**src/rtl/dmem_arbiter.sv**
```systemverilog
// Shares one single-port data memory between the CPU (zero-latency, default owner) and a host/loader port.
// Optional macro DMEM_ARB_STARVE_EN bounds how long a latched host request can wait behind CPU traffic.
module dmem_arbiter #(
  parameter int DATA_W     = 32,
  parameter int STARVE_MAX = 4
) (
  input  logic              clk,
  input  logic              rst,
  input  logic              c_req,
  input  logic              c_we,
  input  logic [15:0]       c_a,
  input  logic [DATA_W-1:0] c_wd,
  output logic [DATA_W-1:0] c_rd,
  output logic              c_stall,
  input  logic              h_req,
  input  logic              h_we,
  input  logic [15:0]       h_a,
  input  logic [DATA_W-1:0] h_wd,
  output logic [DATA_W-1:0] h_rd,
  output logic              h_ack,
  output logic              h_busy,
  output logic [15:0]       m_a,
  output logic [DATA_W-1:0] m_wd,
  output logic              m_we,
  input  logic [DATA_W-1:0] m_rd
);

  typedef enum logic [1:0] {S_IDLE, S_HOLD, S_SERVE, S_DONE} state_t;

  state_t            state_q, state_d;
  logic [15:0]       hold_a_q, hold_a_d;
  logic              hold_we_q, hold_we_d;
  logic [DATA_W-1:0] hold_wd_q, hold_wd_d;
  logic [DATA_W-1:0] h_rd_q, h_rd_d;
  logic              h_ack_q, h_ack_d;
  logic              h_busy_q, h_busy_d;
  logic              serve;

`ifdef DMEM_ARB_STARVE_EN
  localparam int CNT_W = (STARVE_MAX < 1) ? 1 : $clog2(STARVE_MAX + 1);
  localparam logic [CNT_W-1:0] CNT_MAX = CNT_W'(STARVE_MAX);
  logic [CNT_W-1:0] wait_cnt_q, wait_cnt_d;
`endif

  assign serve = (state_q == S_SERVE);

  always_comb begin
    state_d   = state_q;
    hold_a_d  = hold_a_q;
    hold_we_d = hold_we_q;
    hold_wd_d = hold_wd_q;
    h_rd_d    = h_rd_q;
    h_ack_d   = 1'b0;
    h_busy_d  = h_busy_q;
`ifdef DMEM_ARB_STARVE_EN
    wait_cnt_d = wait_cnt_q;
`endif
    case (state_q)
      S_IDLE: begin
        if (h_req) begin
          hold_a_d  = h_a;
          hold_we_d = h_we;
          hold_wd_d = h_wd;
          h_busy_d  = 1'b1;
          state_d   = S_HOLD;
`ifdef DMEM_ARB_STARVE_EN
          wait_cnt_d = '0;
`endif
        end
      end
      S_HOLD: begin
`ifdef DMEM_ARB_STARVE_EN
        if (!c_req || wait_cnt_q == CNT_MAX) state_d = S_SERVE;
        else if (wait_cnt_q != CNT_MAX)      wait_cnt_d = wait_cnt_q + 1'b1;
`else
        if (!c_req) state_d = S_SERVE;
`endif
      end
      S_SERVE: begin
        h_rd_d  = m_rd;
        h_ack_d = 1'b1;
        state_d = S_DONE;
      end
      S_DONE: begin
        h_busy_d = 1'b0;
        state_d  = S_IDLE;
      end
      default: state_d = S_IDLE;
    endcase
  end

  always_ff @(posedge clk) begin
    if (rst) begin
      state_q   <= S_IDLE;
      hold_a_q  <= '0;
      hold_we_q <= 1'b0;
      hold_wd_q <= '0;
      h_rd_q    <= '0;
      h_ack_q   <= 1'b0;
      h_busy_q  <= 1'b0;
`ifdef DMEM_ARB_STARVE_EN
      wait_cnt_q <= '0;
`endif
    end else begin
      state_q   <= state_d;
      hold_a_q  <= hold_a_d;
      hold_we_q <= hold_we_d;
      hold_wd_q <= hold_wd_d;
      h_rd_q    <= h_rd_d;
      h_ack_q   <= h_ack_d;
      h_busy_q  <= h_busy_d;
`ifdef DMEM_ARB_STARVE_EN
      wait_cnt_q <= wait_cnt_d;
`endif
    end
  end

  // Host owns the memory only in SERVE; a colliding CPU access is stalled and replayed from held inputs.
  assign m_a     = serve ? hold_a_q  : c_a;
  assign m_wd    = serve ? hold_wd_q : c_wd;
  assign m_we    = !rst && (serve ? hold_we_q : (c_req && c_we));
  assign c_stall = !rst && serve && c_req;
  assign c_rd    = m_rd;
  assign h_rd    = h_rd_q;
  assign h_ack   = h_ack_q;
  assign h_busy  = h_busy_q;

endmodule

```
**config.mk**
```make
export PLATFORM = sky130hd
export DESIGN_NAME = dmem_arbiter
export DESIGN_NICKNAME = d
export VERILOG_FILES = /design/src/rtl/dmem_arbiter.sv
export SDC_FILE = /design/constraint.sdc
export NUM_CORES = 1
export LEC_CHECK = 0
export CAP_MARGIN = 25
export CORE_MARGIN = 2
export CORE_UTILIZATION = 25
export CTS_CLUSTER_DIAMETER = 100
export DETAILED_ROUTE_END_ITERATION = 10
export PLACE_DENSITY = 0.71
export SLEW_MARGIN = 15
export SYNTH_ARGS = -nofsm -noshare
export SYNTH_HDL_FRONTEND = slang
export SYNTH_SLANG_ARGS = --single-unit
```
**constraint.sdc**
```tcl
create_clock -name clk -period 1.8 [get_ports clk]
set_clock_uncertainty 0.15 [all_clocks]
set_input_delay 0.27 -clock clk [delete_from_list [all_inputs] [get_ports clk]]
set_output_delay 0.27 -clock clk [all_outputs]
set_load 0.005 [all_outputs]
```
---- After elaboration in Yosys (flattened, before gate mapping) ----
Cells that the tools add are included.
storage, ports and cells
  flip-flop bits (word level) ............. 85
  input port bits ......................... 134
  output and inout port bits .............. 116
  logic and storage cells ................. 31
cells by class
  equality and inequality tests ........... 5
  multiplexer cells ....................... 9
  reduce and logical (&&, ||, !) cells .... 10
operators with widths
  cell                  number
  $mux W32              1
  $mux W16              1
  $pmux W2 S4           1
  $reduce_and A2 Y1     3
  $eq A2 B2 Y1 const B  2
  $logic_and A1 B1 Y1   4
  $mux W2               2
  $ne A2 B2 Y1 const B  2
  $mux W1               3
  $eq A2 B1 Y1 const B  1
  $logic_not A2 Y1      1
  $pmux W1 S2           1
  $reduce_bool A2 Y1    1
  $logic_not A1 Y1      1

---- Logic depth before layout (Yosys ltp) ----
  depth after elaboration ................. 3
  mapped depth ............................ 7
  gate-level depth less buffers ........... 5

---- Least setup slack after synthesis ----
No wires, ideal clock.
  kind .................................... flip-flop to output port
  start point ............................. register state_q[0]
  end point ............................... output port m_a[0]
  data arrival time ....................... 1.260 ns
  required time ........................... 1.380 ns
  path slack .............................. 0.120 ns
  stages on the path, launching flop included .. 6
  path buffers ............................ 2
  path through ............................ dfxtp_1 > inv_1 > ha_1 > buf_2 > buf_2 > mux2_2
between the ends
  word-level cells in the longest chain between the ends .. 2
ends and longest elaborated chain
  what                    RTL line  text
  start, declared         30        state_t state_q, state_d;
  start signal, assigned  105       state_q <= state_d;
  $eq A2 B2 Y1            45        assign serve = (state_q == S_SERVE);
  $mux W16                119       assign m_a = serve ? hold_a_q : c_a;
  end, declared           22        output logic [15:0] m_a,
Every way passes these cells.

---- Final worst setup path ----
  start point ............................. register state_q[0]
  end point ............................... output port m_a[4]
Same word-level chain as after synthesis.

==> impl_metrics.py <==
metrics = {
    "grt": {
        "antenna_found_initial": 1,
        "grt_overflow": 0,
        "grt_max_degree": 53,
        "grt_pass1_wl_um": 18900,
        "first_global_vias": 3630,
        "grt_usage": 0.148,
    },
    "place": {
        "dpl_cell_area_sq_mm": 0.00639,
        "portBuffers": 249,
        "dp_hpwl_um": 8890,
        "globalplace.congestion": 0.706,
    },
    "drt": {
        "drc": 0,
        "dr_total_vias": 3733,
        "postRouteAntennaNets": 0,
        "via_per_inst": 4.38,
        "first_pass_iters": 4,
        "routedWlPerCell_um": 15.2,
        "drt_iter0_markers": 152,
        "totalWireLength_um": 12900,
    },
    "sta": {
        "final_max_slew_viol_count": 0,
        "rsz0062_at_grt": "yes",
        "fmax_ghz": 0.467,
        "finalCritPeriodShare": 1.19,
        "hold_viol_final": 0,
        "layout_min_cycle_time_ns": 2.14,
        "fin_ws_ns": -0.341,
        "setup_viol": 49,
        "worst_pin_slew_ns": 0.577,
        "relSlewSlack": 0.616,
    },
    "final_layout": {
        "drive_gt1_frac": 0.230,
        "final_common_cell": "clkdlybuf4s50_1",
        "regArea_sq_mm": 0.00170,
        "area_delta_synth_final_pct": 83.6,
        "antenna_cells": 0,
        "final_cell_mix": "198 x clkdlybuf4s50_1, 101 x nand2_1, 83 x dfxtp_1",
        "fillerInstances": 1430,
        "multi_input_area_sq_mm": 0.00199,
        "nets": 800,
        "design_area_sq_mm": 0.00713,
        "fin_util": 0.469,
    },
    "run_status": {
        "outcome": "complete, but fails checks",
        "violations": "negative setup slack",
    },
    "synth": {
        "yosysSeqAreaShare": 0.438,
        "synth_cell_types": 17,
        "syn-instance-count": 436,
        "synth-seq-cells": 85,
        "ys_top_cells_by_area": "dfxtp_1 44%, mux2_2 14%, nand2_1 9.9%",
        "syn_area_sq_mm": 0.00388,
        "avgSynthCellArea_sq_um": 8.91,
        "yosysWarnings": 0,
        "yosysTopAreaCell": "dfxtp_1",
        "synth_top_cell_area_share": 0.438,
        "synth_fp_nets": 576,
    },
    "setup_path": {
        "start_kind": "flop",
        "rr_startpoint": "state_q[0]",
        "rrSetupSlack_ns": 0.08,
        "worst_ep_arrival_time_ns": 1.72,
        "reg2reg_to": "state_q[0]",
        "criticalPathCategory": "reg -> out",
        "ff2ff_path_depth": 9,
        "path_common_cell": "buf_12",
        "crit_path_top_delay_cell": "dfxtp_2",
        "max_stage_delay_ns": 0.34,
        "cp_max_fo": 4,
        "path_cells": "inv_2, ha_4, buf_12, buf_12, buf_16, mux2_4, buf_6",
        "path_buf_inv": 5,
        "cp-end-kind": "output pin",
        "cp_top_family": "buffers and inverters",
        "cp_data_required_time_ns": 1.38,
    },
    "die": {
        "die_x_um": 129,
        "io_pins": 250,
        "die_h_um": 129,
        "core_area_sq_mm": 0.0152,
        "rows": 45,
        "dieArea_sq_mm": 0.0166,
        "start_util": 0.256,
    },
    "clocking": {
        "cts_tree": "yes",
        "clkTransAtPathRegs_ns": 0.06,
        "clock-sinks": 85,
        "cts_root_buf": "clkbuf_16",
        "htreeDepth": 3,
        "worstSkewPairLatency_ns": 0.34,
        "numCtsBuffers": 9,
        "clk_path_buf_depth": 2,
    },
    "min_path": {
        "min_to": "state_q[0]",
        "holdPathStages": 3,
        "holdCritStartpoint": "rst",
        "hold_class": "in -> reg",
    },
    "power_and_ir_drop": {
        "p_per_area_mw_per_mm2": 1190,
        "leakagePower_nw": 2.81,
        "vdd_drop_max_mv": 0.695,
    },
    "run": {
        "max-cap-violations": 0,
    },
}
-- stage by stage --
stage               instances  setup TNS, ns  power [mW]  hold slack [ns]  worst slack, ns
CTS                       853         -16.21        8.19            0.215           -0.409
detailed placement        824         -11.63        5.81            0.293           -0.268
finish                    853         -11.94        8.49            0.210           -0.341
global route              853         -14.53        9.01            0.228           -0.387
floorplan                 436              0        4.15            0.256            0.120
global placement          824         -11.18        5.78            0.292           -0.253
-- flip-flops by register name, indices dropped and copies added (netlist names) --
register / count
state_q: 2
h_busy: 1
hold_a_q: 16
h_rd: 32
h_ack: 1
hold_we_q: 1
hold_wd_q: 32
-- power breakdown --
| part | total, mW | internal (mW) | switching [mW] |
|---|---|---|---|
| Clock | 1.88 | 1.11 | 0.770 |
| Combinational | 4.13 | 2.53 | 1.61 |
| Sequential | 2.48 | 2.27 | 0.206 |
| Total | 8.49 | 5.90 | 2.58 |
-- worst max path at each step --
| stage | from | end | slack (ns) | cells after the start |
|---|---|---|---|---|
| 4_1_cts | state_q[0] | m_wd[6] | -0.41 | 8 |
| 2_1_floorplan | state_q[0] | m_a[0] | 0.12 | 5 |
| 6_report | state_q[0] | m_a[4] | -0.34 | 7 |
| 5_1_grt | state_q[0] | m_a[4] | -0.39 | 7 |
| 3_5_place_dp | state_q[0] | m_wd[16] | -0.27 | 5 |
| 3_3_place_gp | state_q[0] | m_wd[11] | -0.25 | 5 |
-- cells in the mapped netlist --
cell type and count:
a21oi_1 53, and2_1 2, buf_2 18, buf_4 37
clkbuf_1 8, dfxtp_1 85, ha_1 6, inv_1 3
mux2_2 48, mux2i_1 32, nand2_1 102, nand3b_1 1
nor2_1 34, nor2b_1 2, o21ai_0 3, or3_1 1
or3b_1 1
-- area by class of cell --
cell class | count | area share
tap | 188 | 0.0330
timing repair buffer | 276 | 0.405
clock buffer | 10 | 0.0335
clock inverter | 6 | 0.00877
sequential | 85 | 0.239
multi-input combinational | 285 | 0.279
inverter | 3 | 0.00158
-- worst reg2reg max path, cell delays in order, from the launching register on --
cell and delay, ns:
dfxtp_2 0.33, inv_2 0.07, ha_4 0.18, buf_12 0.15, buf_16 0.13, buf_4 0.10, buf_4 0.09, nor2_1 0.03
or3_4 0.32, a21oi_2 0.12
-- cells by family (layout without fill, tap and decap cells) --
| logic type | count (synthesis) | count (layout) | share of synthesized area |
|---|---|---|---|
| AO/OA/AOI/OAI | 56 | 56 | 0.0721 |
| adder cells (fa/ha/maj) | 6 | 6 | 0.0193 |
| buffers and inverters | 66 | 295 | 0.105 |
| flip-flops | 85 | 85 | 0.438 |
| multiplexers | 80 | 80 | 0.222 |
| AND/OR/NAND/NOR | 143 | 143 | 0.144 |
-- layer usage --
layer	global-route usage	wire length, um	vias to the layer above
met5	0	13	-
met4	0.0563	191	2
met3	0.0474	1130	12
met2	0.256	6160	175
met1	0.171	5450	1689
li1	-	-	1855
-- repair_timing --
item | CTS | global route
endpoints found under the setup margin | 60 | 89
gates cloned | 6 | 0
buffers inserted | 10 | 3
hold buffers | 0 | 0
gates resized for setup | 204 | 95
pin swaps | 3 | 4
Power figures use the tool's default switching activity.
